$ cat src/rtl/shot_pool_manager_pkg.sv
// Shared types for the shot pool: slot record, slot state and screen geometry.
package shot_pkg;

  localparam int COORD_W  = 10;
  localparam int H_ACTIVE = 640;
  localparam int V_ACTIVE = 480;

  typedef struct packed {
    logic               active;
    logic [COORD_W-1:0] x;
    logic [COORD_W-1:0] y;
  } shot_t;

  typedef enum logic {IDLE = 1'b0, FLY = 1'b1} slot_state_e;

  function automatic slot_state_e slot_state(input shot_t s);
    return s.active ? FLY : IDLE;
  endfunction

endpackage

$ cat src/rtl/shot_pool_manager_btn_sync_edge.sv
// Two-flop synchroniser followed by a registered rising-edge detector.
// The pulse appears three clocks after the raw input rises.
module btn_sync_edge (
  input  logic clk,
  input  logic rst_n,
  input  logic btn_in,
  output logic pulse
);

  logic sync1_q, sync1_d;
  logic sync2_q, sync2_d;
  logic prev_q, prev_d;
  logic pulse_q, pulse_d;

  always_comb begin
    sync1_d = btn_in;
    sync2_d = sync1_q;
    prev_d  = sync2_q;
    pulse_d = sync2_q && !prev_q;
  end

  always_ff @(posedge clk or negedge rst_n) begin
    if (!rst_n) begin
      sync1_q <= 1'b0;
      sync2_q <= 1'b0;
      prev_q  <= 1'b0;
      pulse_q <= 1'b0;
    end else begin
      sync1_q <= sync1_d;
      sync2_q <= sync2_d;
      prev_q  <= prev_d;
      pulse_q <= pulse_d;
    end
  end

  assign pulse = pulse_q;

endmodule

$ cat src/rtl/shot_pool_manager.sv
// Pool of NUM_SHOTS projectiles launched from the motion centroid, moved once per frame,
// plus a registered pixel overlay flag. Optional launch cooldown: define SHOT_COOLDOWN_EN.
module shot_pool_manager
  import shot_pkg::*;
#(
  parameter int NUM_SHOTS       = 8,
  parameter int SPEED           = 4,
  parameter int SHOT_W          = 4,
  parameter int SHOT_H          = 8,
  parameter int FRAME_END_LINE  = 480,
  parameter int COOLDOWN_FRAMES = 10
) (
  input  logic                    clk,
  input  logic                    reset,
  input  logic                    DE,
  input  logic [9:0]              x_pixel,
  input  logic [9:0]              y_pixel,
  input  logic                    shot_btn,
  input  logic                    motion_valid,
  input  logic [9:0]              com_x,
  input  logic [9:0]              com_y,
  output logic [NUM_SHOTS-1:0]    shot_active,
  output logic [10*NUM_SHOTS-1:0] shot_x_flat,
  output logic [10*NUM_SHOTS-1:0] shot_y_flat,
  output logic                    overlay_hit,
  output logic                    frame_tick,
  output logic                    launch_drop,
  output logic [4:0]              active_count
);

  localparam logic [9:0]  SPEED_C   = 10'(SPEED);
  localparam logic [9:0]  SHOT_H_C  = 10'(SHOT_H);
  localparam logic [9:0]  FEL_C     = 10'(FRAME_END_LINE);
  localparam logic [10:0] SHOT_W_M1 = 11'(SHOT_W - 1);
  localparam logic [10:0] SHOT_H_M1 = 11'(SHOT_H - 1);

  // Launch point sits one box height above the centroid, saturating at the top row.
  function automatic logic [9:0] clamp_launch_y(input logic [9:0] cy);
    return (cy < SHOT_H_C) ? 10'd0 : cy - SHOT_H_C;
  endfunction

  shot_t       slot_q [NUM_SHOTS];
  shot_t       slot_d [NUM_SHOTS];
  logic        frame_cond_q, frame_cond_d;
  logic        frame_tick_q, frame_tick_d;
  logic        launch_drop_q, launch_drop_d;
  logic        overlay_hit_q, overlay_hit_d;
  logic [4:0]  active_count_q, active_count_d;
  logic        press_pulse;
  logic        cooldown_busy;
  logic        can_launch, launch_ok, free_found, hit_any;
  logic [10:0] px, py, sx, sy;

  btn_sync_edge u_btn (
    .clk    (clk),
    .rst_n  (reset),
    .btn_in (shot_btn),
    .pulse  (press_pulse)
  );

  always_comb begin
    frame_cond_d = (y_pixel == FEL_C) && (x_pixel == 10'd0);
    frame_tick_d = frame_cond_d && !frame_cond_q;
  end

  // Movement first, then launch into the lowest slot that is idle *now*; a slot
  // retiring on this tick is still FLY in slot_q so it can never be the target.
  always_comb begin
    slot_d     = slot_q;
    free_found = 1'b0;
    can_launch = press_pulse && motion_valid && !cooldown_busy;
    for (int i = 0; i < NUM_SHOTS; i++) begin
      if (frame_tick_q && slot_state(slot_q[i]) == FLY) begin
        if (slot_q[i].y >= SPEED_C) slot_d[i].y = slot_q[i].y - SPEED_C;
        else                        slot_d[i].active = 1'b0;
      end
    end
    for (int i = 0; i < NUM_SHOTS; i++) begin
      if (slot_state(slot_q[i]) == IDLE && !free_found) begin
        free_found = 1'b1;
        if (can_launch) slot_d[i] = '{active: 1'b1, x: com_x, y: clamp_launch_y(com_y)};
      end
    end
    launch_ok      = can_launch && free_found;
    launch_drop_d  = press_pulse && !launch_ok;
    active_count_d = '0;
    for (int i = 0; i < NUM_SHOTS; i++) begin
      active_count_d = active_count_d + 5'(slot_d[i].active);
    end
  end

`ifdef SHOT_COOLDOWN_EN
  localparam logic [15:0] COOLDOWN_C = 16'(COOLDOWN_FRAMES);
  logic [15:0] cool_q, cool_d;

  assign cooldown_busy = (cool_q != 16'd0);

  always_comb begin
    cool_d = cool_q;
    if (launch_ok)                           cool_d = COOLDOWN_C;
    else if (frame_tick_q && cooldown_busy)  cool_d = cool_q - 16'd1;
  end

  always_ff @(posedge clk or negedge reset) begin
    if (!reset) cool_q <= '0;
    else        cool_q <= cool_d;
  end
`else
  assign cooldown_busy = 1'b0;
`endif

  // 11-bit bounds keep boxes near the right edge from wrapping.
  always_comb begin
    hit_any = 1'b0;
    px      = {1'b0, x_pixel};
    py      = {1'b0, y_pixel};
    sx      = '0;
    sy      = '0;
    for (int i = 0; i < NUM_SHOTS; i++) begin
      sx = {1'b0, slot_q[i].x};
      sy = {1'b0, slot_q[i].y};
      if (slot_state(slot_q[i]) == FLY && px >= sx && px <= sx + SHOT_W_M1 &&
          py >= sy && py <= sy + SHOT_H_M1)
        hit_any = 1'b1;
    end
    overlay_hit_d = DE && hit_any;
  end

  always_ff @(posedge clk or negedge reset) begin
    if (!reset) begin
      for (int i = 0; i < NUM_SHOTS; i++) slot_q[i] <= '0;
      frame_cond_q   <= 1'b0;
      frame_tick_q   <= 1'b0;
      launch_drop_q  <= 1'b0;
      overlay_hit_q  <= 1'b0;
      active_count_q <= '0;
    end else begin
      for (int i = 0; i < NUM_SHOTS; i++) slot_q[i] <= slot_d[i];
      frame_cond_q   <= frame_cond_d;
      frame_tick_q   <= frame_tick_d;
      launch_drop_q  <= launch_drop_d;
      overlay_hit_q  <= overlay_hit_d;
      active_count_q <= active_count_d;
    end
  end

  always_comb begin
    shot_active = '0;
    shot_x_flat = '0;
    shot_y_flat = '0;
    for (int i = 0; i < NUM_SHOTS; i++) begin
      shot_active[i]          = slot_q[i].active;
      shot_x_flat[10*i +: 10] = slot_q[i].x;
      shot_y_flat[10*i +: 10] = slot_q[i].y;
    end
  end

  assign overlay_hit  = overlay_hit_q;
  assign frame_tick   = frame_tick_q;
  assign launch_drop  = launch_drop_q;
  assign active_count = active_count_q;

endmodule

$ cat config.mk
export PLATFORM = sky130hd
export DESIGN_NAME = shot_pool_manager
export DESIGN_NICKNAME = d
export VERILOG_FILES = /design/src/rtl/shot_pool_manager_pkg.sv /design/src/rtl/shot_pool_manager_btn_sync_edge.sv /design/src/rtl/shot_pool_manager.sv
export SDC_FILE = /design/constraint.sdc
export NUM_CORES = 1
export LEC_CHECK = 0
export ABC_AREA = 1
export CAP_MARGIN = 20
export CORE_ASPECT_RATIO = 0.75
export CORE_MARGIN = 4
export CORE_UTILIZATION = 40
export DETAILED_ROUTE_END_ITERATION = 12
export PLACE_DENSITY_LB_ADDON = 0.15
export SYNTH_ARGS = -nofsm -noshare
export SYNTH_HDL_FRONTEND = slang
export SYNTH_HIERARCHICAL = 1
export SYNTH_SLANG_ARGS = --single-unit
$ cat constraint.sdc
create_clock -name clk -period 8.3 [get_ports clk]
set_clock_uncertainty 0.15 [all_clocks]
set_input_delay 1.245 -clock clk [delete_from_list [all_inputs] [get_ports clk]]
set_output_delay 1.245 -clock clk [all_outputs]
set_load 0.01 [all_outputs]
# Word-level counts from Yosys, hierarchy flattened
# Cells that the tools add are included.
[word_totals]
latchBits = 0
regBits = 181
n_memories = 0
ramBits = 0
rom_bits = 0
output_inout_bits = 176
inputBits = 45
[classes]
n_shift = 0
mul = 0
n_eq_ne = 1
addsub = 32
muxes = 73
n_bitwise = 8
div = 0
reduce_logical = 72
n_lt_le_gt_ge = 41
[op_table]
columns = ["cell", "n"]
rows = [
  ["two-way mux 21 bit", 16],
  ["less-or-equal comparator 10 x 11 -> 1 bit", 16],
  ["two-way mux 10 bit", 17],
  ["greater-or-equal comparator 10 bit", 16],
  ["adder 10 x 2 -> 11 bit (second input constant)", 8],
  ["adder 10 x 3 -> 11 bit (second input constant)", 8],
  ["greater-or-equal comparator 10 x 3 -> 1 bit (second input constant)", 8],
  ["subtractor 10 x 3 -> 10 bit (second input constant)", 8],
  ["logical AND 1 bit", 54],
  ["two-way mux 1 bit", 40],
  ["AND reduction 2 bit", 8],
  ["adder 5 x 1 -> 5 bit", 3],
  ["equality test 10 x 9 -> 1 bit (second input constant)", 1],
  ["zero test 10 bit", 1],
  ["< comparator 10 x 4 -> 1 bit (second input constant)", 1],
  ["subtractor 10 x 4 -> 10 bit (second input constant)", 1],
  ["zero test 1 bit", 9],
  ["inverter 1 bit", 8],
  ["adder 4 x 1 -> 5 bit", 1],
  ["adder 3 x 1 -> 4 bit", 1],
  ["adder 2 x 1 -> 3 bit", 1],
  ["adder 1 x 1 -> 2 bit", 1],
]

# Depth between registers and ports, before layout
[depth]
word_depth = 25
depth_mapped = 22

# Modules after synthesis
# The synthesis kept the hierarchy.
[modules_own_cells]
columns = ["mod", "area_each_um2", "cells_per_inst", "seq_area_each_um2", "instances"]
rows = [
  ["shot_pool_manager", 18818.0, 2601, 4404.2, 1],
  ["btn_sync_edge", 110.1, 6, 100.1, 1],
]

# Least setup slack after synthesis
# OpenSTA, ideal clock, no wires.
[synth_path]
path_type = "input -> register"
start = "in motion_valid"
end = "reg active_count_q[2] (netlist: active_count[2])"
required_time_ps = 8027
setup_ps = 123
path_buffers = 1
arrival_time_ps = 4046
cell_stages = 14
setup_slack_ps = 3981
cell_sequence = "nand2_2 -> nor2_4 -> buf_6 -> nor2_1 -> fa_1 -> inv_1 -> fa_1 -> inv_1 -> fa_1 -> inv_1 -> ha_1 -> inv_1 -> fa_1 -> xnor2_1"
[synth_via]
elab_chain_cells = 10
elab_cells_between_ends = 24
cone_classes = "add/sub: 7; mux: 16; reduce/logical: 1"
[synth_lines]
columns = ["element", "line", "text"]
rows = [
  ["from (decl)", "shot_pool_manager.sv:19", "input logic motion_valid,"],
  ["logical AND 1 bit (*)", "shot_pool_manager.sv:71", "can_launch = press_pulse && motion_valid && !cooldown_busy;"],
  ["two-way mux 21 bit", "shot_pool_manager.sv:81", "if (can_launch) slot_d[i] = '{active: 1'b1, x: com_x, y: clamp_launch_y(com_y)};"],
  ["two-way mux 21 bit", "shot_pool_manager.sv:79", "if (slot_state(slot_q[i]) == IDLE && !free_found) begin"],
  ["adder 1 x 1 -> 2 bit", "shot_pool_manager.sv:88", "active_count_d = active_count_d + 5'(slot_d[i].active);"],
  ["adder 2 x 1 -> 3 bit", "shot_pool_manager.sv:88", ""],
  ["adder 3 x 1 -> 4 bit", "shot_pool_manager.sv:88", ""],
  ["adder 4 x 1 -> 5 bit", "shot_pool_manager.sv:88", ""],
  ["adder 5 x 1 -> 5 bit (2 in a row)", "shot_pool_manager.sv:88", ""],
  ["adder 5 x 1 -> 5 bit (*)", "shot_pool_manager.sv:88", ""],
  ["named net active_count_d[2]", "shot_pool_manager.sv:48", "logic [4:0] active_count_q, active_count_d;"],
  ["to (signal assigned)", "shot_pool_manager.sv:143", "active_count_q <= active_count_d;"],
  ["to (decl)", "shot_pool_manager.sv:48", ""],
]
# Mark *: on every way through the listed nets, which the timed path passes. The rest lies on a longest branch.
# A chain may end at the register's enable or synchronous reset.

# Worst setup path in the final report
# Same ends and word-level chain as after synthesis.

==> flow_summary.ini <==
[yosys]
ys_seq_elements = 180
syn_nets = 3032
yosysMostFrequentCell = nand2_1
synth_common_cells = 621 x nand2_1, 376 x ha_1, 356 x inv_1, 229 x nor2_1, 180 x dfrtp_1
synth_top_area_share_pct = 24.9
synthTopCellsByArea = ha_1 25%, dfrtp_1 24%, nand2_1 12%
syn_inst = 2607
yosys_warnings = 6
synthFlopType = dfrtp_1
synth_area_leader_cell = ha_1
synth_area_sq_mm = 0.0189
ys_types = 44
async_flop_share_pct = 100
synth-edff-count = 0
yosysSeqAreaShare_pct = 23.8
syn_avg_cell_area_sq_um = 7.26

[detailed_routing]
first_pass_iters = 5
num_vias = 17994
wl_per_cell_microns = 18.5
drt_first_iter_violations = 1196
antenna_left = 0
drc = 0
post_drt_via_cell_ratio = 5.18
routed_wl_microns = 64300

[clocking]
cts_buffer_depth = 2
htreeDepth = 4
ctsResizeCount = 0
cts_setup_buffers = 0
clkTransAtPathRegs_ns = 0.07
root_buffer = clkbuf_16
insertion_delay_ns = 0.47
clock_sinks = 180
cts_buffers = 17
cts_tree = built
hold_buffers = 0

[layout]
final_layout_size_suffix_gt1_share_pct = 2.96
fin_nets = 3253
multi_input_area_sq_mm = 0.0128
finish.instance_area_sq_mm = 0.0225
fillers = 4597
seq_area_sq_mm = 0.00450
area_growth_syn_to_layout_pct = 18.9
diodes = 0

[timing]
period_needed_ns = 5.27
drv_slew = 0
worst_slew_pin_slew_ns = 1.18
setup_viol = 0
fmax_ghz = 0.190
layout_worst_path_cycle_share_pct = 63.6
hold_viol_final = 0
rsz0062_at_grt = no
slew_headroom_pct = 20.9
final.setup.tns_ns = 0

[status]
run_status = completed

[flow_run]
drv_cap = 0

[die]
die_y_microns = 196
rows = 68
initial_core_util_pct = 40.8
die_x_microns = 259
io_pins = 221
core_area_sq_mm = 0.0464
die_area_sq_mm = 0.0509

[setup_path]
crit_fanout = 30
cp-start-kind = input port
cp-end-kind = flip-flop
cp_data_arrival_time_ns = 5.51
crit_required_ns = 8.54
setup.worst_path.class = input port to flip-flop

[power_and_ir_drop]
p_per_area_mw_per_mm2 = 253
peakVddDrop_v = 0.000138
switching_share_pct = 47.1
clockPowerShare_pct = 15.3
switchingPower_uw = 2680
p_int_uw = 3010
seqPwrFrac_pct = 26.0
leakage_uw = 0.0113
share_comb_of_total_power_pct = 58.7

[grt]
antenna_found_initial = 0
first_global_vias = 17630
track_usage_pct = 25.1
grt_pass1_wl_microns = 99300
grt_max_degree = 66
gr-total-overflow = 0

[place]
dp_hpwl_microns = 48600
dpl_cell_area_sq_mm = 0.0219
gp_congestion = 0.908
port_buffers = 219

[hold_path]
hp-class = flip-flop to flip-flop
[cells by family (layout without fill, tap and decap cells)]
family          Yosys count  count (layout)  synth area share, %
compound gates          422             422                 12.2
mux                       2               2                0.119
buf+inv                 407             641                 8.34
fa+ha+maj               380             380                 25.3
simple gates           1072            1072                 23.6
xor+xnor                143             143                 6.62
flops                   180             180                 23.8
other cells               1               1               0.0198
[metal layers]
layer  global-route usage [%]  routed length, microns
met1                     35.9                   30800
met2                     38.4                   27100
met3                     5.93                    5060
met4                     6.41                    1380
met5                        0                       0
[through the flow]
step,power (uW),hold slack (ns),setup slack [ns],cells,util (%)
detailed placement,4790,0.192,2.64,3437,47.2
global route,6250,0.220,2.74,3471,48.6
floorplan,3500,0.181,3.98,2607,-
finish,5690,0.203,3.03,3471,48.6
global placement,4700,0.186,2.67,3437,47.2
CTS,5700,0.208,3.09,3469,48.5
[layout by cell type (no fill, tap or decap), types with 9 or more instances in the layout]
| cell type | count |
|---|---|
| xor2_1 | 133 |
| inv_2 | 11 |
| o21bai_1 | 9 |
| o21ai_1 | 16 |
| buf_4 | 21 |
| xnor2_1 | 10 |
| nand3b_1 | 10 |
| a21oi_1 | 129 |
| a21o_1 | 15 |
| inv_1 | 356 |
| o21a_1 | 12 |
| nand2_1 | 621 |
| nor3_1 | 55 |
| ha_1 | 376 |
| nor2_1 | 228 |
| nand4_1 | 41 |
| o211ai_1 | 16 |
| clkbuf_16 | 17 |
| o22ai_1 | 39 |
| dfrtp_1 | 180 |
| nand3_1 | 84 |
| o21ai_0 | 179 |
| clkdlybuf4s50_1 | 218 |
[final timing paths]
| check | startpoint | to | slack, ns | cells after the start |
|---|---|---|---|---|
| worst max-delay path | motion_valid | active_count[2] | 3.03 | 14 |
| worst min-delay path | u_btn/sync1_q | u_btn/prev_d | 0.20 | 0 |
| worst max register to register | shot_active[0] | active_count[2] | 3.09 | 19 |
| worst min register to register | u_btn/sync1_q | u_btn/prev_d | 0.20 | 0 |
| max in group asynchronous | reset | overlay_hit | 6.10 | 2 |
| min in group asynchronous | reset | shot_y_flat[24] | 0.62 | 1 |
[registers in the layout, indices dropped and copies added, names as in the netlist]
name and count:
u_btn/prev_d 1, shot_active 8, launch_drop 1, u_btn/prev_q 1, u_btn/pulse 1, shot_y_flat 80
active_count 4, frame_tick 1, shot_x_flat 80, overlay_hit 1, u_btn/sync1_q 1, frame_cond_q 1
[power by group through the flow]
stage               Clock, uW  Combinational, uW  Sequential (uW)
CTS                       895               3330             1470
global placement            0               3210             1490
finish                    872               3340             1480
floorplan                   0               2030             1470
global route              923               3810             1510
detailed placement          0               3300             1490
[worst max-delay path: stages]
cell             delay [ns]
clkdlybuf4s50_1        0.55
nand2_2                0.32
nor2_4                 0.64
nor2_1                 0.19
fa_1                   0.64
inv_1                  0.07
fa_1                   0.48
inv_1                  0.05
fa_1                   0.45
inv_1                  0.07
ha_1                   0.17
inv_1                  0.06
fa_1                   0.37
xnor2_1                0.18
[layout make-up]
class / count / area share (%)
clock inverter: 13 / 0.700
tap: 630 / 3.50
timing repair buffer: 242 / 10.6
sequential: 180 / 20.0
inverter: 367 / 6.12
multi-input combinational: 2020 / 57.1
clock buffer: 19 / 1.97
Power figures use the tool's default switching activity.
==> RTL edit, RTL diff (same settings) <==
Add a define of `SHOT_COOLDOWN_EN`.
--- a/src/rtl/shot_pool_manager.sv
+++ b/src/rtl/shot_pool_manager.sv
@@ -1,4 +1,6 @@
 // Pool of NUM_SHOTS projectiles launched from the motion centroid, moved once per frame,
 // plus a registered pixel overlay flag. Optional launch cooldown: define SHOT_COOLDOWN_EN.
+`define SHOT_COOLDOWN_EN
+
 module shot_pool_manager
   import shot_pkg::*;
Formal check against the unedited RTL: not equivalent (Yosys sat finds a counterexample within 10 cycles, from zero or initial values and one cycle with reset low).
==> RTL edit against the unedited design <==
  * Sequential cell count is 16 higher
  * Worst hold slack better by 3.6 ps
  * Synthesized cell count is 3.0% higher
  * Global-route usage is 0.18 points higher
  * Critical path type unchanged
  * Highest routed layer unchanged
  * Area after synthesis is 4.2% higher
  * Worst setup slack worse by 340 ps
  * Final area is 3.9% higher
  * Wire length is 6.0% higher
Power is not compared: it rests on default switching activity, and its combinational part moved more than twofold at a synthesized area within 25%.
==> RTL edit: results (changes against the unedited design) <==
initial DRC count=1,553 (was 1,196); met2 WL=28,400 um (was 27,100 um); syn nets=3,112 (was 3,032); Hold Startpoint=u_btn/sync1_q (unchanged); Net count, final=3,345 (was 3,253); run status=finished, final reports clean (unchanged); Peak VDD IR=0.000144 V; Pleak=11.3 nW; M1 GR Usage=37.4% (was 35.9%); Final HPWL DP=51,300 um (was 48,600 um); Slew @ Worst Pin=1120 ps (was 1180 ps); worst skew pair latency=470 ps (about the same); Placed Area=0.0228 mm^2 (was 0.0219 mm^2); Final GP Congestion=0.924 (was 0.908); largest net degree at the start of global routing=74 (was 66); area grow syn2layout=18.6% (was 18.9%); largest fanout on the critical path=26 (was 30); TritonCTS Buffers=17 (unchanged); Synth area leaders=dfrtp_1 25%, ha_1 24%, nand2_1 12% (was ha_1 25%, dfrtp_1 24%, nand2_1 12%); WL/cell=19.1 um (was 18.5 um); Global Route Usage Sum=25.3% (was 25.1%); fillers=4,828 (was 4,597); grt met2 use=37.6% (was 38.4%); TritonRoute pass-1 iters=7 (was 5); capturing point of the worst reg2reg path=active_count[2] (unchanged); Synthesis Warnings=6 (unchanged); synth unique cells=47 (was 44); Critical R2R Launch=cool_q[0] (was shot_active[0]); hold endpoint=u_btn/prev_d (unchanged); register area share after synthesis=24.9% (was 23.8%); met3 WL post-DR=4830 um (was 5060 um); hold slack=206 ps (was 203 ps); layout cell share with drive strength beyond 1=2.97% (was 2.96%); Reg2Reg Setup Slack=3110 ps (was 3090 ps); DR top layer=met4 (unchanged); ANT cells=0 (unchanged); top post-synthesis cells by count=631 x nand2_1, 377 x ha_1, 355 x inv_1, 227 x nor2_1, 196 x dfrtp_1 (was 621 x nand2_1, 376 x ha_1, 356 x inv_1, 229 x nor2_1, 180 x dfrtp_1); setup bufs post-CTS=0 (unchanged); vias in the first global route=18,095 (was 17,630); met3 Usage GRT=4.85% (was 5.93%); initial antenna violation count=1 (was 0); vias=19,051 (was 17,994); first-pass GRT wire length=105,000 um (was 99,300 um); H-Tree Level Count=4 (unchanged); async set or reset register ratio after synthesis=100% (unchanged); met1 WL=33,200 um (was 30,800 um); Critical Path AT=5820 ps (was 5510 ps); Worst R2R Path Depth=20 (was 19); Port Buf Inserts=219 (unchanged)
-- RTL edit: cell types whose count changed after synthesis, sizes merged, moves of 4 or more --
| cell | delta |
|---|---|
| nand3 | +13 |
| xor2 | +9 |
| nand2 | +11 |
| and3 | -7 |
| buf | -8 |
| o22ai | -11 |
| o211ai | +9 |
| nand4 | +6 |
| dfrtp | +16 |
| a21oi | +8 |
| o21a | +4 |
| o21ai | +4 |
| nor3 | +14 |
| nor3b | +6 |
-- RTL edit: power groups by stage --
| stage | clock network, mW | logic, mW | registers [mW] |
|---|---|---|---|
| floorplan | 0 | 0.158 | 0.977 |
| global placement | 0 | 0.305 | 0.977 |
| detailed placement | 0 | 0.315 | 0.977 |
| CTS | 0.903 | 0.317 | 0.958 |
| global route | 0.937 | 0.363 | 0.958 |
| finish | 0.879 | 0.320 | 0.958 |
-- RTL edit: kinds of logic after synthesis --
logic type      count (synthesis)  synth area share, %
mux                             2                0.102
fa+ha+maj                     381                 24.3
simple gates                 1121                 24.0
other cells                     1               0.0190
flops                         196                 24.9
buf+inv                       396                 7.67
compound gates                435                 12.1
xor+xnor                      154                 6.84
-- RTL edit: per-stage QoR --
step,setup slack (ps),instances
after global routing,2420,3579
after CTS,2660,3577
after detailed placement,2160,3546
final,2680,3579
after floorplan,3630,2686
after global placement,2280,3546
-- RTL edit: area by class of cell --
cell class              instances  area share [%]
multi-input cells            2094            56.9
flip-flops and latches        196            21.0
inverters                     367            5.89
well taps                     648            3.47
clock buffers                  18            1.84
repair buffers                243            10.3
clock inverters                13           0.637
-- RTL edit: critical path, stage by stage --
cell	delay (ps)
clkdlybuf4s50_1	500
nand2_1	120
nor3_4	420
inv_2	260
nor2_4	530
inv_2	170
o211ai_1	200
fa_1	490
fa_1	530
inv_1	60
fa_1	500
inv_1	40
ha_1	210
fa_1	380
xor2_1	170
